File: src/rtl/muldiv_unit.sv
// Iterative RV32M multiply/divide engine: shift-add multiply, restoring divide, one bit per cycle.
// Optional macro MULDIV_EARLY_OUT_EN ends multiplies once the remaining multiplier bits are zero.
module muldiv_unit #(
  parameter int WIDTH = 32
) (
  input  logic             clk,
  input  logic             rst_n,
  input  logic             start,
  input  logic             flush,
  input  logic [2:0]       funct3,
  input  logic [WIDTH-1:0] op_a,
  input  logic [WIDTH-1:0] op_b,
  output logic             busy,
  output logic             valid,
  output logic [WIDTH-1:0] result,
  output logic [1:0]       state_dbg
);

  // Handshake: start is taken only while busy is low (IDLE) and flush is low; busy stays
  // high through the whole operation including the valid cycle, and valid is a single-cycle
  // pulse with result already stable. result then holds until the next completed operation.

  localparam int CW = $clog2(WIDTH) + 1;
  localparam logic [CW-1:0] LAST = CW'(WIDTH - 1);
  localparam logic [WIDTH-1:0] MIN_INT = {1'b1, {(WIDTH-1){1'b0}}};

  localparam logic [1:0] S_IDLE = 2'd0;
  localparam logic [1:0] S_MUL  = 2'd1;
  localparam logic [1:0] S_DIV  = 2'd2;
  localparam logic [1:0] S_DONE = 2'd3;

  logic [1:0]         state;
  logic [CW-1:0]      count;
  logic [2:0]         f3_q;
  logic               neg_a_q;
  logic               neg_b_q;
  logic [2*WIDTH-1:0] prod;
  logic [2*WIDTH-1:0] mcand;
  logic [WIDTH-1:0]   mplier;
  logic [WIDTH-1:0]   rem;
  logic [WIDTH-1:0]   quo;
  logic [WIDTH-1:0]   dvsr;

  logic               a_signed;
  logic               b_signed;
  logic               neg_a;
  logic               neg_b;
  logic [WIDTH-1:0]   mag_a;
  logic [WIDTH-1:0]   mag_b;
  logic               div_zero;
  logic               div_ovf;
  logic [WIDTH-1:0]   special_res;
  logic               mul_zero;

  logic [2*WIDTH-1:0] prod_step;
  logic [WIDTH-1:0]   mplier_step;
  logic [WIDTH:0]     shifted;
  logic [WIDTH:0]     diff;
  logic               ge;
  logic [WIDTH-1:0]   rem_step;
  logic [WIDTH-1:0]   quo_step;
  logic               mul_last;
  logic [2*WIDTH-1:0] prod_fix;
  logic [WIDTH-1:0]   mul_res;
  logic [WIDTH-1:0]   quo_fix;
  logic [WIDTH-1:0]   rem_fix;
  logic [WIDTH-1:0]   div_res;

  // Accept-side decode: operand signedness, magnitudes and the divide corner cases.
  always_comb begin
    a_signed    = funct3[2] ? ~funct3[0] : (funct3[1:0] != 2'b11);
    b_signed    = funct3[2] ? ~funct3[0] : ~funct3[1];
    neg_a       = a_signed & op_a[WIDTH-1];
    neg_b       = b_signed & op_b[WIDTH-1];
    mag_a       = neg_a ? -op_a : op_a;
    mag_b       = neg_b ? -op_b : op_b;
    div_zero    = funct3[2] & (op_b == '0);
    div_ovf     = funct3[2] & ~funct3[0] & (op_a == MIN_INT) & (op_b == '1);
    special_res = '0;
    if (div_zero)
      special_res = funct3[1] ? op_a : '1;
    else if (div_ovf)
      special_res = funct3[1] ? '0 : MIN_INT;
`ifdef MULDIV_EARLY_OUT_EN
    mul_zero    = ~funct3[2] & (mag_b == '0);
`else
    mul_zero    = 1'b0;
`endif
  end

  always_comb begin
    prod_step   = mplier[0] ? prod + mcand : prod;
    mplier_step = mplier >> 1;
    shifted     = {rem, quo[WIDTH-1]};
    diff        = shifted - {1'b0, dvsr};
    ge          = ~diff[WIDTH];
    rem_step    = ge ? diff[WIDTH-1:0] : shifted[WIDTH-1:0];
    quo_step    = {quo[WIDTH-2:0], ge};
`ifdef MULDIV_EARLY_OUT_EN
    mul_last    = (count == LAST) | (mplier_step == '0);
`else
    mul_last    = (count == LAST);
`endif
    prod_fix    = (neg_a_q ^ neg_b_q) ? -prod_step : prod_step;
    mul_res     = (f3_q[1:0] == 2'b00) ? prod_fix[WIDTH-1:0] : prod_fix[2*WIDTH-1:WIDTH];
    quo_fix     = (neg_a_q ^ neg_b_q) ? -quo_step : quo_step;
    rem_fix     = neg_a_q ? -rem_step : rem_step;
    div_res     = f3_q[1] ? rem_fix : quo_fix;
  end

  always_ff @(posedge clk) begin
    if (!rst_n) begin
      state   <= S_IDLE;
      count   <= '0;
      f3_q    <= '0;
      neg_a_q <= 1'b0;
      neg_b_q <= 1'b0;
      prod    <= '0;
      mcand   <= '0;
      mplier  <= '0;
      rem     <= '0;
      quo     <= '0;
      dvsr    <= '0;
      result  <= '0;
    end else if (flush) begin
      state <= S_IDLE;
    end else begin
      case (state)
        S_IDLE: begin
          if (start) begin
            f3_q    <= funct3;
            neg_a_q <= neg_a;
            neg_b_q <= neg_b;
            count   <= '0;
            prod    <= '0;
            mcand   <= {{WIDTH{1'b0}}, mag_a};
            mplier  <= mag_b;
            rem     <= '0;
            quo     <= mag_a;
            dvsr    <= mag_b;
            if (div_zero | div_ovf) begin
              result <= special_res;
              state  <= S_DONE;
            end else if (mul_zero) begin
              result <= '0;
              state  <= S_DONE;
            end else begin
              state <= funct3[2] ? S_DIV : S_MUL;
            end
          end
        end
        S_MUL: begin
          prod   <= prod_step;
          mcand  <= mcand << 1;
          mplier <= mplier_step;
          if (mul_last) begin
            result <= mul_res;
            state  <= S_DONE;
          end else begin
            count <= count + 1'b1;
          end
        end
        S_DIV: begin
          rem <= rem_step;
          quo <= quo_step;
          if (count == LAST) begin
            result <= div_res;
            state  <= S_DONE;
          end else begin
            count <= count + 1'b1;
          end
        end
        default: state <= S_IDLE;
      endcase
    end
  end

  assign busy      = (state != S_IDLE);
  assign valid     = (state == S_DONE);
  assign state_dbg = state;

endmodule

File: config.mk
export PLATFORM = sky130hd
export DESIGN_NAME = muldiv_unit
export DESIGN_NICKNAME = d
export VERILOG_FILES = /design/src/rtl/muldiv_unit.sv
export SDC_FILE = /design/constraint.sdc
export NUM_CORES = 1
export LEC_CHECK = 0
export CAP_MARGIN = 5
export CELL_PAD_IN_SITES_DETAIL_PLACEMENT = 0
export CELL_PAD_IN_SITES_GLOBAL_PLACEMENT = 1
export CORE_MARGIN = 1.5
export CORE_UTILIZATION = 40
export DETAILED_ROUTE_END_ITERATION = 12
export PLACE_DENSITY_LB_ADDON = 0.1
export SYNTH_ARGS = -nofsm -noshare
export SYNTH_HDL_FRONTEND = slang
export SYNTH_SLANG_ARGS = --single-unit
File: constraint.sdc
create_clock -name clk -period 7.7 [get_ports clk]
set_input_delay 1.54 -clock clk [delete_from_list [all_inputs] [get_ports clk]]
set_output_delay 1.54 -clock clk [all_outputs]
set_load 0.1 [all_outputs]
==> results.yml <==
outcome:
  status: "finished, violations left"
  violations: "DRC"
drt:
  first_iter_violations: 3159
  drt.antenna.violating_nets: 0
  drt-pass1-iter-count: 10
  wl_per_cell_um: 25.5
  vias: 29491
  vias_per_cell: 6.39
  route.detailed.drc: 2
  wl_um: 118000
clock_network:
  worstSkewPairLatency_ps: 590
  post_cts_buffers: 0
  cts_root_buffer: "clkbuf_16"
  htreeDepth: 2
  cts_tree: "done"
  hold_buffers: 0
  cts_buffers: 41
  clock-sinks: 300
  cts-resized-gates: 0
  cts_buffer_depth: 3
  clk_pin_slew_ps: 60
global_routing:
  antenna_found_initial: 4
  grt_overflow: 0
  grt_max_degree: 148
  grt_pass1_wl_um: 174000
  grt_usage_pct: 33.7
  grt_pass1_vias: 26832
worst_setup_path:
  worstPathArrival_ps: 6260
  cp-start-kind: "flop"
  cp-end-kind: "flop"
  path_max_fanout: 6
  crit_type: "reg2reg"
  critPathRequiredTime_ps: 8160
synthesis:
  netlist_top_cells_area: "dfxtp_1 (23%), a21oi_1 (6.2%), nand2_1 (6.1%), nor2_1 (5.8%), ha_1 (5.0%)"
  synth_area_per_cell_um2: 7.01
  async_reset_ff_share_pct: 0
  synth_edf_count: 0
  ys_types: 109
  synth_top_cell_by_area: "dfxtp_1"
  synth_cells: 3796
  synth-seq-area-share_pct: 22.6
  synthTopCellsByCount: "nand2_1 (435), nor2_1 (410), a21oi_1 (328), dfxtp_1 (300), o21ai_0 (243)"
  ys_ff_latch: 300
  yosys.cell_count.top_type: "nand2_1"
  ys.flop_type: "dfxtp_1"
  synth_top_area_share_pct: 22.6
  syn_area_mm2: 0.0266
  yosys_warnings: 0
  synth_nets: 3975
timing:
  fin_crit_sh_pct: 75.3
  slew_headroom_pct: 17.8
  report.final.slew_viol_count: 0
  finClkSkew_ps: 26.5
  min_period_ps: 5800
  worstMarginPinSlew_ps: 1230
  grt_setup_unrepaired: "no"
  clock.fmax_mhz: 172
  fin_tns_setup_ps: 0
  hold_viol: 0
  setup_viol: 0
placement:
  hpwl_um: 90300
  place_area_mm2: 0.0281
  portBuffers: 106
  gp_congestion: 0.996
power_and_ir_drop:
  p_per_area_mw_per_mm2: 171
  ir_drop_mv: 0.144
  p_leak_nw: 10.6
die:
  rows: 94
  dieArea_mm2: 0.0681
  fp.dieH_um: 261
  core_area_mm2: 0.0659
  die_x_um: 261
  initial_core_util_pct: 40.4
  io-pin-count: 107
flow_run:
  maxCapViolCount: 0
finish:
  layout-drive-gt1-share_pct: 5.28
  nNetsFinal: 3894
  syn_to_final_growth_pct: 11.0
  fin_area_mm2: 0.0296
worst_hold_path:
  hp-class: "reg2reg"
==> cell usage in the layout, fill, tap and decap left out, drive strengths merged, types with 16 or more instances in the layout <==
cell type      Yosys  routed
a211o             16      16
a211oi            45      45
a21boi            55      55
a21o              45      45
a21oi            334     334
a221oi            17      17
a22oi             16      16
a31oi             97      97
and2              71      71
and3              26      26
buf               56      40
clkbuf           213      57
clkdlybuf4s50      0     105
dfxtp            300     300
ha               106     106
inv               81      84
mux2i             68      68
nand2            436     436
nand2b            24      24
nand3            215     215
nand4             69      69
nor2             410     410
nor2b             31      31
nor3             124     124
nor4              46      46
o2111ai           16      16
o211ai            35      35
o21a              31      31
o21ai            261     261
o31ai             40      40
o41ai             16      16
or3               52      52
xnor2            117     117
xor2              80      80
==> stage by stage <==
stage	total power (W)	utilization, %	hold slack, ps	setup WS [ps]	std cells
6_report	0.00504	44.9	460	1900	4612
3_3_place_gp	0.00290	42.7	449	2050	4536
4_1_cts	0.00505	44.9	460	2000	4611
5_1_grt	0.00522	44.9	469	1460	4611
2_1_floorplan	0.00249	-	436	2230	3796
3_5_place_dp	0.00291	42.7	452	1930	4536
==> power by group <==
group	total [W]	leakage [nW]	internal, W	switching [W]
Clock	0.00213	0.716	0.00131	0.000820
Combinational	0.00123	7.42	0.000376	0.000857
Sequential	0.00168	2.43	0.00161	0.0000706
==> state kept, by name, summed over array words and instances (netlist names), 2 cells and up <==
name and flops:
f3_q 2, state_dbg 2, rem 32, count 6
mcand 64, quo 32, result 32, prod 64
mplier 32, dvsr 32
==> worst max-delay path: stages (launching register included) <==
cell	delay [ps]
dfxtp_1	330
inv_1	60
ha_1	170
inv_1	60
fa_1	420
a211oi_1	290
o21ai_0	250
o21ai_0	440
o21ai_0	170
o211a_2	320
inv_1	190
nor2_1	60
a21oi_1	240
ha_1	300
nor4bb_1	540
nand2_1	200
nor4_1	250
a31oi_1	120
o41a_1	480
xnor2_1	150
a221o_1	370
a22oi_1	150
o21ai_0	110
==> layer usage <==
| metal | global-route usage (%) | up-vias | share of wire (%) |
|---|---|---|---|
| li1 | - | 13777 | - |
| met1 | 50.4 | 14303 | 47 |
| met2 | 49.2 | 1257 | 42 |
| met3 | 5.54 | 148 | 8.6 |
| met4 | 9.04 | 6 | 2.5 |
| met5 | 0 | - | 0.029 |
==> path summary, 6_finish.rpt <==
kind	endpoint	from	slack, ps	depth (start not counted)
worst max-delay path	result[24]$_SDFFE_PN0P_	quo[31]$_SDFFE_PN0P_	1900	22
worst min-delay path	dvsr[13]$_SDFFE_PN0P_	dvsr[13]$_SDFFE_PN0P_	460	2
worst max register to register	result[24]$_SDFFE_PN0P_	quo[31]$_SDFFE_PN0P_	1900	22
worst min register to register	dvsr[13]$_SDFFE_PN0P_	dvsr[13]$_SDFFE_PN0P_	460	2
==> kinds of logic after synthesis <==
kind of cell | count (synthesis) | synth area share (%)
buffers and inverters | 352 | 5.10
muxes | 79 | 3.07
DFF | 300 | 22.6
xor gates and xnor gates | 197 | 6.48
and+or+nand+nor | 1581 | 28.5
AOI/OAI and AO/OA | 1179 | 29.1
adders and majority gates | 108 | 5.13
==> cell type report <==
class / count / area [um2]
Clock buffer: 57 / 1180
Antenna cell: 1 / 2.50
Tap cell: 864 / 1080
Timing Repair Buffer: 145 / 1360
Clock inverter: 18 / 283
Fill cell: 6858 / 36300
Multi-Input combinational cell: 3144 / 19300
Sequential cell: 300 / 6010
Inverter: 83 / 317
(Power assumes the default switching activity.)
